==> config.mk <==
export PLATFORM = sky130hd
export DESIGN_NAME = spi_fifo_master
export DESIGN_NICKNAME = d
export VERILOG_FILES = /design/src/rtl/spi_pkg.sv /design/src/rtl/spi_sclk_div.sv /design/src/rtl/spi_fifo_master.sv
export SDC_FILE = /design/constraint.sdc
export NUM_CORES = 1
export LEC_CHECK = 0
export ABC_AREA = 1
export CORE_MARGIN = 1.5
export CORE_UTILIZATION = 31
export DETAILED_ROUTE_END_ITERATION = 10
export PLACE_DENSITY = 0.61
export SYNTH_ARGS = -nofsm -noshare
export SYNTH_HDL_FRONTEND = slang
export SYNTH_SLANG_ARGS = --single-unit
==> constraint.sdc <==
create_clock -name clk_i -period 1.8 [get_ports clk_i]
set_input_delay 0.27 -clock clk_i [delete_from_list [all_inputs] [get_ports clk_i]]
set_output_delay 0.27 -clock clk_i [all_outputs]
set_load 0.02 [all_outputs]
==> src/rtl/spi_pkg.sv <==
// spi_pkg: FSM state encoding and default sizing shared by the
// SPI FIFO master and its SCLK divider.
package spi_pkg;

   localparam int SPI_DATA_W = 32;
   localparam int SPI_DIV    = 4;
   localparam int SPI_CS_GAP = 2;

   typedef enum logic [2:0] {
      ST_IDLE,
      ST_LOAD,
      ST_SETUP,
      ST_SHIFT,
      ST_HOLD,
      ST_GAP
   } spi_state_t;

endpackage

==> src/rtl/spi_sclk_div.sv <==
// spi_sclk_div: half-period tick generator; ticks every DIV cycles
// while enabled and reloads whenever disabled.
module spi_sclk_div
   import spi_pkg::*;
#(
   parameter int DIV = SPI_DIV
) (
   input  logic clk,
   input  logic rst_n,
   input  logic en,
   output logic tick
);

   localparam int CW = (DIV > 1) ? $clog2(DIV) : 1;

   logic [CW-1:0] cnt;

   assign tick = en && (cnt == CW'(DIV - 1));

   always_ff @(posedge clk or negedge rst_n) begin
      if (!rst_n)
         cnt <= '0;
      else if (!en || tick)
         cnt <= '0;
      else
         cnt <= cnt + 1'b1;
   end

endmodule

==> src/rtl/spi_fifo_master.sv <==
// spi_fifo_master: pops TX FIFO words and sends them as SPI mode-0 frames.
// Define SPI_RX_EN to capture MISO and push received words to the RX FIFO.
module spi_fifo_master
   import spi_pkg::*;
#(
   parameter int DATA_W = SPI_DATA_W,
   parameter int DIV    = SPI_DIV,
   parameter int CS_GAP = SPI_CS_GAP
) (
   input  logic              clk_i,
   input  logic              rst_i,
   input  logic              enable_i,
   input  logic [DATA_W-1:0] tx_data_i,
   input  logic              tx_empty_i,
   output logic              tx_pull_o,
   output logic [DATA_W-1:0] rx_data_o,
   output logic              rx_push_o,
   input  logic              rx_full_i,
   output logic              rx_ovf_o,
   output logic              busy_o,
   output logic              sclk_o,
   output logic              mosi_o,
   input  logic              miso_i,
   output logic              cs_n_o
);

   localparam int BW = $clog2(DATA_W) + 1;
   localparam int GW = (CS_GAP > 1) ? $clog2(CS_GAP) : 1;

   spi_state_t        state;
   spi_state_t        state_nx;
   logic [DATA_W-1:0] tx_sh;
   logic [BW-1:0]     bit_cnt;
   logic [GW-1:0]     gap_cnt;
   logic              div_en;
   logic              tick;
   logic              last_bit;
   logic              gap_done;
   logic              hold_done;

   assign div_en = (state == ST_SETUP) ||
                   (state == ST_SHIFT) ||
                   (state == ST_HOLD);

   spi_sclk_div #(
      .DIV (DIV)
   ) u_div (
      .clk   (clk_i),
      .rst_n (rst_i),
      .en    (div_en),
      .tick  (tick)
   );

   // A tick while SCLK is high is a falling edge.
   assign last_bit  = tick && sclk_o &&
                      (bit_cnt == BW'(DATA_W - 1));
   assign gap_done  = (gap_cnt == GW'(CS_GAP - 1));
   assign hold_done = (state == ST_HOLD) && tick;

   always_ff @(posedge clk_i or negedge rst_i) begin
      if (!rst_i)
         state <= ST_IDLE;
      else
         state <= state_nx;
   end

   always_comb begin
      state_nx = state;
      unique case (state)
         ST_IDLE:
            if (enable_i && !tx_empty_i)
               state_nx = ST_LOAD;
         ST_LOAD:
            state_nx = ST_SETUP;
         ST_SETUP:
            if (tick)
               state_nx = ST_SHIFT;
         ST_SHIFT:
            if (last_bit)
               state_nx = ST_HOLD;
         ST_HOLD:
            if (tick)
               state_nx = ST_GAP;
         ST_GAP:
            if (gap_done)
               state_nx = ST_IDLE;
         default:
            state_nx = ST_IDLE;
      endcase
   end

   // CS drops already in LOAD so the high time is GAP plus one IDLE cycle.
   assign tx_pull_o = (state == ST_LOAD);
   assign busy_o    = (state != ST_IDLE);
   assign cs_n_o    = !(div_en || (state == ST_LOAD));
   assign mosi_o    = div_en && tx_sh[DATA_W-1];

   always_ff @(posedge clk_i or negedge rst_i) begin
      if (!rst_i) begin
         tx_sh   <= '0;
         bit_cnt <= '0;
         gap_cnt <= '0;
         sclk_o  <= 1'b0;
      end else begin
         gap_cnt <= (state == ST_GAP) ? gap_cnt + 1'b1 : '0;
         if (state == ST_LOAD) begin
            tx_sh   <= tx_data_i;
            bit_cnt <= '0;
         end
         if ((state == ST_SHIFT) && tick) begin
            sclk_o <= !sclk_o;
            if (sclk_o) begin
               tx_sh   <= {tx_sh[DATA_W-2:0], 1'b0};
               bit_cnt <= bit_cnt + 1'b1;
            end
         end
      end
   end

`ifdef SPI_RX_EN
   logic [DATA_W-1:0] rx_sh;
   logic              ovf;

   always_ff @(posedge clk_i or negedge rst_i) begin
      if (!rst_i) begin
         rx_sh <= '0;
         ovf   <= 1'b0;
      end else begin
         if ((state == ST_SHIFT) && tick && !sclk_o)
            rx_sh <= {rx_sh[DATA_W-2:0], miso_i};
         if (hold_done && rx_full_i)
            ovf <= 1'b1;
      end
   end

   assign rx_data_o = rx_sh;
   assign rx_push_o = hold_done && !rx_full_i;
   assign rx_ovf_o  = ovf;
`else
   logic rx_unused;

   assign rx_unused = miso_i ^ rx_full_i ^ hold_done;
   assign rx_data_o = '0;
   assign rx_push_o = 1'b0;
   assign rx_ovf_o  = 1'b0;
`endif

endmodule

==> results of run 1 <==
cell type report:
type | instances | share of cell area (%)
Clock inverter | 2 | 0.4771
Clock buffer | 6 | 2.306
Multi-Input combinational cell | 293 | 39.09
Inverter | 18 | 2.227
Timing Repair Buffer | 53 | 15.86
Tap cell | 105 | 4.175
Sequential cell | 45 | 35.86
sequential cells by signal, indices dropped and copies added (netlist names):
signal,cells
state,3
tx_sh,32
bit_cnt,6
sclk_o,1
gap_cnt,1
u_div.cnt,2
metal layers:
| metal | wire length (um) | vias up | part of all wire [%] | global-route usage (%) |
|---|---|---|---|---|
| met3 | 254 | 3 | 4.9 | 2.504 |
| met2 | 2379 | 54 | 46 | 20.89 |
| met5 | 0 | - | 0 | 0 |
| li1 | - | 1141 | - | - |
| met1 | 2529 | 995 | 49 | 15.69 |
| met4 | 21 | 0 | 0.41 | 2.899 |
through the flow:
| step | instance area [sq um] | util [%] | total power, mW | std cells | hold slack [ns] |
|---|---|---|---|---|---|
| finish | 3147 | 37.73 | 4.365 | 522 | 0.4467 |
| global route | 3147 | 37.73 | 4.857 | 522 | 0.4628 |
| CTS | 3136 | 37.59 | 4.452 | 520 | 0.4485 |
| detailed placement | 3040 | 36.45 | 3.840 | 511 | 0.2734 |
| global placement | 3040 | 36.45 | 3.785 | 511 | 0.2718 |
| floorplan | 2826 | - | 3.408 | 406 | -0.02559 |
cell families after synthesis:
| kind of cell | count (synthesis) |
|---|---|
| AOI/OAI and AO/OA | 12 |
| xor gates and xnor gates | 2 |
| adders and majority gates | 2 |
| buffers and inverters | 68 |
| DFF | 45 |
| other | 1 |
| and+or+nand+nor | 243 |
worst paths after layout:
path,startpoint,end,depth (start not counted)
worst max-delay path,state[1],mosi_o,4
worst min-delay path,u_div.cnt[0],u_div.cnt[0],1
worst max register to register,state[2],tx_sh[20],8
worst min register to register,u_div.cnt[0],u_div.cnt[0],1
max in group asynchronous,rst_i,tx_sh[26],3
min in group asynchronous,rst_i,tx_sh[3],2
what timing repair did:
item,4_1_cts,5_1_grt
pin swaps,0,1
buffers inserted,0,2
gates resized for setup,6,4
hold endpoints to repair,20,0
hold buffers,1,0
endpoints found under the setup margin,4,8
report_power, final:
group / total [mW] / leakage, nW / switching [mW] / internal [mW]
combinational: 2.05 / 1.07 / 1.26 / 0.791
clock: 0.613 / 0.0374 / 0.339 / 0.274
sequential: 1.70 / 0.565 / 0.257 / 1.44
total: 4.37 / 1.67 / 1.86 / 2.51
cell usage in the layout, fill, tap and decap left out:
master,netlist,final
o21ai_1,1,1
nand2_1,119,119
a21oi_1,3,3
buf_4,34,11
dfrtp_2,0,2
nor2_2,10,10
dfrtp_1,45,43
clkbuf_8,0,5
nand2_4,2,2
nor2_1,93,93
inv_4,1,1
buf_2,7,1
nand4_1,3,3
dlygate4sd1_1,0,1
clkdlybuf4s50_1,0,35
o21ai_0,8,8
dlygate4sd2_1,0,2
nor2_4,3,3
nor3_1,3,3
clkinvlp_4,0,2
nand2_2,1,1
ha_1,2,2
dlygate4sd3_1,0,1
clkbuf_1,0,1
buf_12,1,1
inv_1,17,17
xor2_1,2,2
conb_1,1,34
nand3_1,9,9
clkbuf_2,0,1
worst max-delay path, delay by kind of cell (launching register included):
kind / cells / cell delay, ns
flops: 1 / 0.48
simple gates: 3 / 0.35
buf+inv: 1 / 0.34
==> run summary, run 1 <==
unrepaired setup endpoints after global routing -> false
pre-CTS setup slack -> 0.05140 ns
crit path max fanout -> 6
Diodes inserted -> 0
final setup fails -> 0
CP peak stage delay -> 0.48 ns
top post-synthesis cells by area -> dfrtp_1 (42%), nand2_1 (17%), nor2_1 (13%), buf_4 (9.4%), buf_6 (3.3%)
Top cell by count, worst path -> nor2_1
DR iter-0 viols -> 102
Die X -> 96.37 um
fin. max-slew vios -> 0
most frequent cell after synthesis -> nand2_1
first-pass GRT wire length -> 8949 um
VDD IR-drop max -> 878.4 uV
sequential fraction of the synthesis area -> 41.67%
area share of fa/ha/maj cells after synthesis -> 0.9259%
initial antenna violation count -> 0
core footprint -> 8341 sq um
die area -> 9287 sq um
largest family of logic cells by synthesized area -> simple AND/OR/NAND/NOR gates
Clock Skew -> 0.008021 ns
Residual DRC -> 0
TritonCTS clock tree -> built
final cycle utilization of the critical path -> 95.72%
clock root buffer -> clkbuf_8
Min-Delay Path Class -> reg2reg
ys async rst share -> 100.0%
status -> finished, final reports clean
clock buffer depth -> 2
GP Congestion -> 0.8598
WL/cell -> 9.931 um
Synth Instances -> 373
DRT antenna net count -> 0
Synth Area in Simple Gates -> 36.99%
Via density -> 4.201
Critical Path AT -> 1.45 ns
Reg2Reg Setup Slack -> 0.25 ns
share of cells above drive strength 1 -> 9.592%
multi-input logic area -> 1230 sq um
fmax -> 580.4 MHz
Die H -> 96.37 um
Filler cells -> 911
synth unique cells -> 22
initial core utilization -> 32.40%
Pre-antenna DRT Iters -> 4
Reg clk slew, reported paths -> 0.08 ns
Critical Path RT -> 1.53 ns
dominant synthesized flop cell -> dfrtp_1
Slew @ Worst Pin -> 0.5131 ns
number of global-route vias before repair -> 2,091
CTS H-tree depth -> 2
dpl hpwl -> 3607 um
Yosys warnings -> 0
Setup Crit Path Kind -> reg2out
TNS Setup -> 0 ns
Post-synth EDFFs -> 0
mux contribution to synthesized area -> 0%
nets@finish -> 456
standard-cell row count -> 33
PnR worst setup slack -> 0.07712 ns
Congestion Overflow GR -> 0
Area Growth Syn to Fin -> 16.44%
Rel. slew slack -> 65.79%
Startpoint Class -> flop
register area -> 1129 sq um
clk sinks -> 45
max_cap viols -> 0
Ports -> 77
pin count of the biggest net entering global routing -> 37
gr usage total -> 12.16%
register bit count reported by yosys -> 45
Setup crit end kind -> output pin
Leakage Power -> 1.669 nW
post-synthesis area per instance -> 7.246 sq um
worst-path cell with the longest stage delay -> dfrtp_2
Post-Route WL -> 5184 um
Final min period -> 1.723 ns
Post-Synth XOR/XNOR Area -> 0.6481%
Yosys top cell by area -> dfrtp_1
cell area power density -> 1387 nW/um^2
Port Buffer Count -> 40
crit-path cells -> nor2_1 -> nor2_1 -> nor3_1 -> dlygate4sd1_1
complex-gate fraction of the synthesized area -> 2.222%
CTS buffer count -> 5
Vias -> 2,193
Hold Vio Cnt, Final -> 0
synthesized cell area -> 2703 sq um
synth cell count leaders -> nand2_1 (119), nor2_1 (93), dfrtp_1 (45), buf_4 (34), inv_1 (17)
post-synth top area share -> 41.67%
Skew-Pair Late Insertion Delay -> 0.30 ns
(Power assumes the default switching activity.)
==> inputs of run 2 (changes only) <==
==> constraint.sdc (replaced) <==
create_clock -name clk_i -period 1.8 [get_ports clk_i]
set_input_delay 0.45 -clock clk_i [delete_from_list [all_inputs] [get_ports clk_i]]
set_output_delay 0.45 -clock clk_i [all_outputs]
set_load 0.02 [all_outputs]
==> run summary, run 2 (synthesized netlist as in run 1, its figures left out) <==
status -> finished, final reports clean
Diodes inserted -> 0 (unchanged)
TritonCTS clock tree -> built
die area -> 9287 sq um (unchanged)
dpl hpwl -> 3687 um (+2.2%)
Vias -> 2,190 (-0.14%)
share of cells above drive strength 1 -> 11.67% (+2.1 points)
nets@finish -> 459 (+0.66%)
Die X -> 96.37 um (unchanged)
flip-flop count of the largest register after layout -> 32 (unchanged)
Filler cells -> 904 (-0.77%)
Largest Register -> tx_sh
Leakage Power -> 1.702 nW (+2.0%)
VDD IR-drop max -> 945.2 uV (+7.6%)
Post-CTS Hold Buffers -> 0 (-1)
final setup fails -> 0 (unchanged)
Min-Delay Path Class -> in2async
Die H -> 96.37 um (unchanged)
Congestion Overflow GR -> 0 (unchanged)
Reg clk slew, reported paths -> 0.08 ns (about the same)
CP peak stage delay -> 0.46 ns (-0.02 ns)
Clock Skew -> 0.01136 ns (+0.003339 ns)
max_cap viols -> 0 (unchanged)
Critical Path RT -> 1.35 ns (-0.18 ns)
number of global-route vias before repair -> 2,202 (+5.3%)
DR iter-0 viols -> 61 (-40%)
Area Growth Syn to Fin -> 18.29%
Final min period -> 1.750 ns (+0.02662 ns)
crit-path cells -> nor2_4 -> buf_4 -> nor3_1 -> buf_2
Pre-antenna DRT Iters -> 4 (unchanged)
commonest cells after routing, fill and taps aside -> nand2_1 (119), nor2_1 (92), dfrtp_1 (42)
GP Congestion -> 0.8508 (-1.0%)
placed instance count -> 513 (+0.39%)
final cycle utilization of the critical path -> 97.19% (+1.5 points)
DRT antenna net count -> 0 (unchanged)
clk sinks -> 45 (unchanged)
gr usage total -> 12.83% (+0.67 points)
standard-cell row count -> 33 (unchanged)
top flop regs -> tx_sh: 32 flops, bit_cnt: 6 flops, state: 3 flops
Critical Path AT -> 1.30 ns (-0.15 ns)
worst-path cell with the longest stage delay -> dfrtp_2
Finished Layout Cells -> 525 (+0.57%)
Startpoint Class -> flop
initial antenna violation count -> 0 (unchanged)
Port Buffer Count -> 40 (unchanged)
Setup crit end kind -> output pin
Post-Route WL -> 5439 um (+4.9%)
multi-input logic area -> 1232 sq um (+0.20%)
crit path max fanout -> 5 (-1)
cell area power density -> 1456 nW/um^2 (+4.9%)
CTS H-tree depth -> 2 (unchanged)
CTS buffer count -> 5 (unchanged)
register area -> 1130 sq um (+0.11%)
Skew-Pair Late Insertion Delay -> 0.30 ns (about the same)
first-pass GRT wire length -> 9315 um (+4.1%)
unrepaired setup endpoints after global routing -> true
core footprint -> 8341 sq um (unchanged)
initial core utilization -> 32.40% (unchanged)
commonest non-fill, non-tap cell in the layout -> nand2_1
WL/cell -> 10.36 um (+4.3%)
Ports -> 77 (unchanged)
Hold Vio Cnt, Final -> 0 (unchanged)
Via density -> 4.171 (-0.71%)
clock root buffer -> clkbuf_8
clock buffer depth -> 2 (unchanged)
fmax -> 571.6 MHz (-1.5%)
TNS Setup -> 0 ns (unchanged)
final core occ -> 38.33% (+0.60 points)
Residual DRC -> 0 (unchanged)
pin count of the biggest net entering global routing -> 37 (unchanged)
fin. max-slew vios -> 0 (unchanged)
Setup Crit Path Kind -> reg2out
run 2: metal layers:
| layer | share of wire (%) | routed length (um) | GRT usage, % | vias to the layer above |
|---|---|---|---|---|
| met3 | 4.4 | 241 | 2.426 | 2 |
| met5 | 0 | 0 | 0 | - |
| met1 | 48 | 2600 | 15.05 | 992 |
| li1 | - | - | - | 1142 |
| met2 | 47 | 2581 | 23.94 | 54 |
| met4 | 0.28 | 15 | 3.140 | 0 |
run 2: through the flow:
step	hold slack (ns)	power (mW)	setup slack [ns]	cell area [sq um]
after floorplan	0.1544	3.408	0.2201	2826
after global placement	0.3903	3.829	-0.1386	3068
after detailed placement	0.3928	3.904	-0.1682	3068
after CTS	0.07238	4.707	0.0004440	3197
after global routing	0.07241	5.158	-0.02550	3197
final	0.07023	4.653	0.05049	3197
run 2: final cells by class:
type | count | area share [%]
clock inverter | 2 | 1.213
tap | 105 | 4.110
clock buffer | 6 | 2.270
sequential | 45 | 35.34
multi-input combinational | 293 | 38.55
inverter | 18 | 2.192
timing repair buffer | 56 | 16.32
run 2: where the power goes:
part           total, mW  switching [mW]  leakage, nW  internal (mW)
Sequential          1.70           0.255        0.563           1.44
Clock              0.767           0.350       0.0554          0.417
Combinational       2.19            1.31         1.08          0.881
run 2: critical path: cells and delay by family, from the launching register on:
family                 cells  cell delay (ns)
and+or+nand+nor            2             0.23
DFF                        1             0.46
buffers and inverters      2             0.32
run 2: what timing repair did:
item	in CTS	in global routing
buffers inserted	3	1
setup endpoints to repair	5	4
gates resized for setup	18	4
run 2: worst paths after layout:
check	cells past startpoint	slack, ns	endpoint	from
setup / recovery	4	0.05	mosi_o	state[1]
hold / removal	1	0.07	tx_sh[29]	rst_i
setup reg to reg	9	0.23	tx_sh[27]	state[1]
hold reg to reg	1	0.43	u_div.cnt[0]	u_div.cnt[0]
max in group asynchronous	2	1.24	bit_cnt[2]	rst_i
min in group clk_i	1	0.43	u_div.cnt[0]	u_div.cnt[0]
==> inputs of run 3 (changes only) <==
--- a/config.mk
+++ b/config.mk
@@ -9,6 +9,7 @@
 export CORE_MARGIN = 1.5
 export CORE_UTILIZATION = 31
 export DETAILED_ROUTE_END_ITERATION = 10
+export GPL_TIMING_DRIVEN = 1
 export PLACE_DENSITY = 0.61
 export SYNTH_ARGS = -nofsm -noshare
 export SYNTH_HDL_FRONTEND = slang
==> results of run 3 <==
Final layout, timing and power as in run 2 (identical DEF).
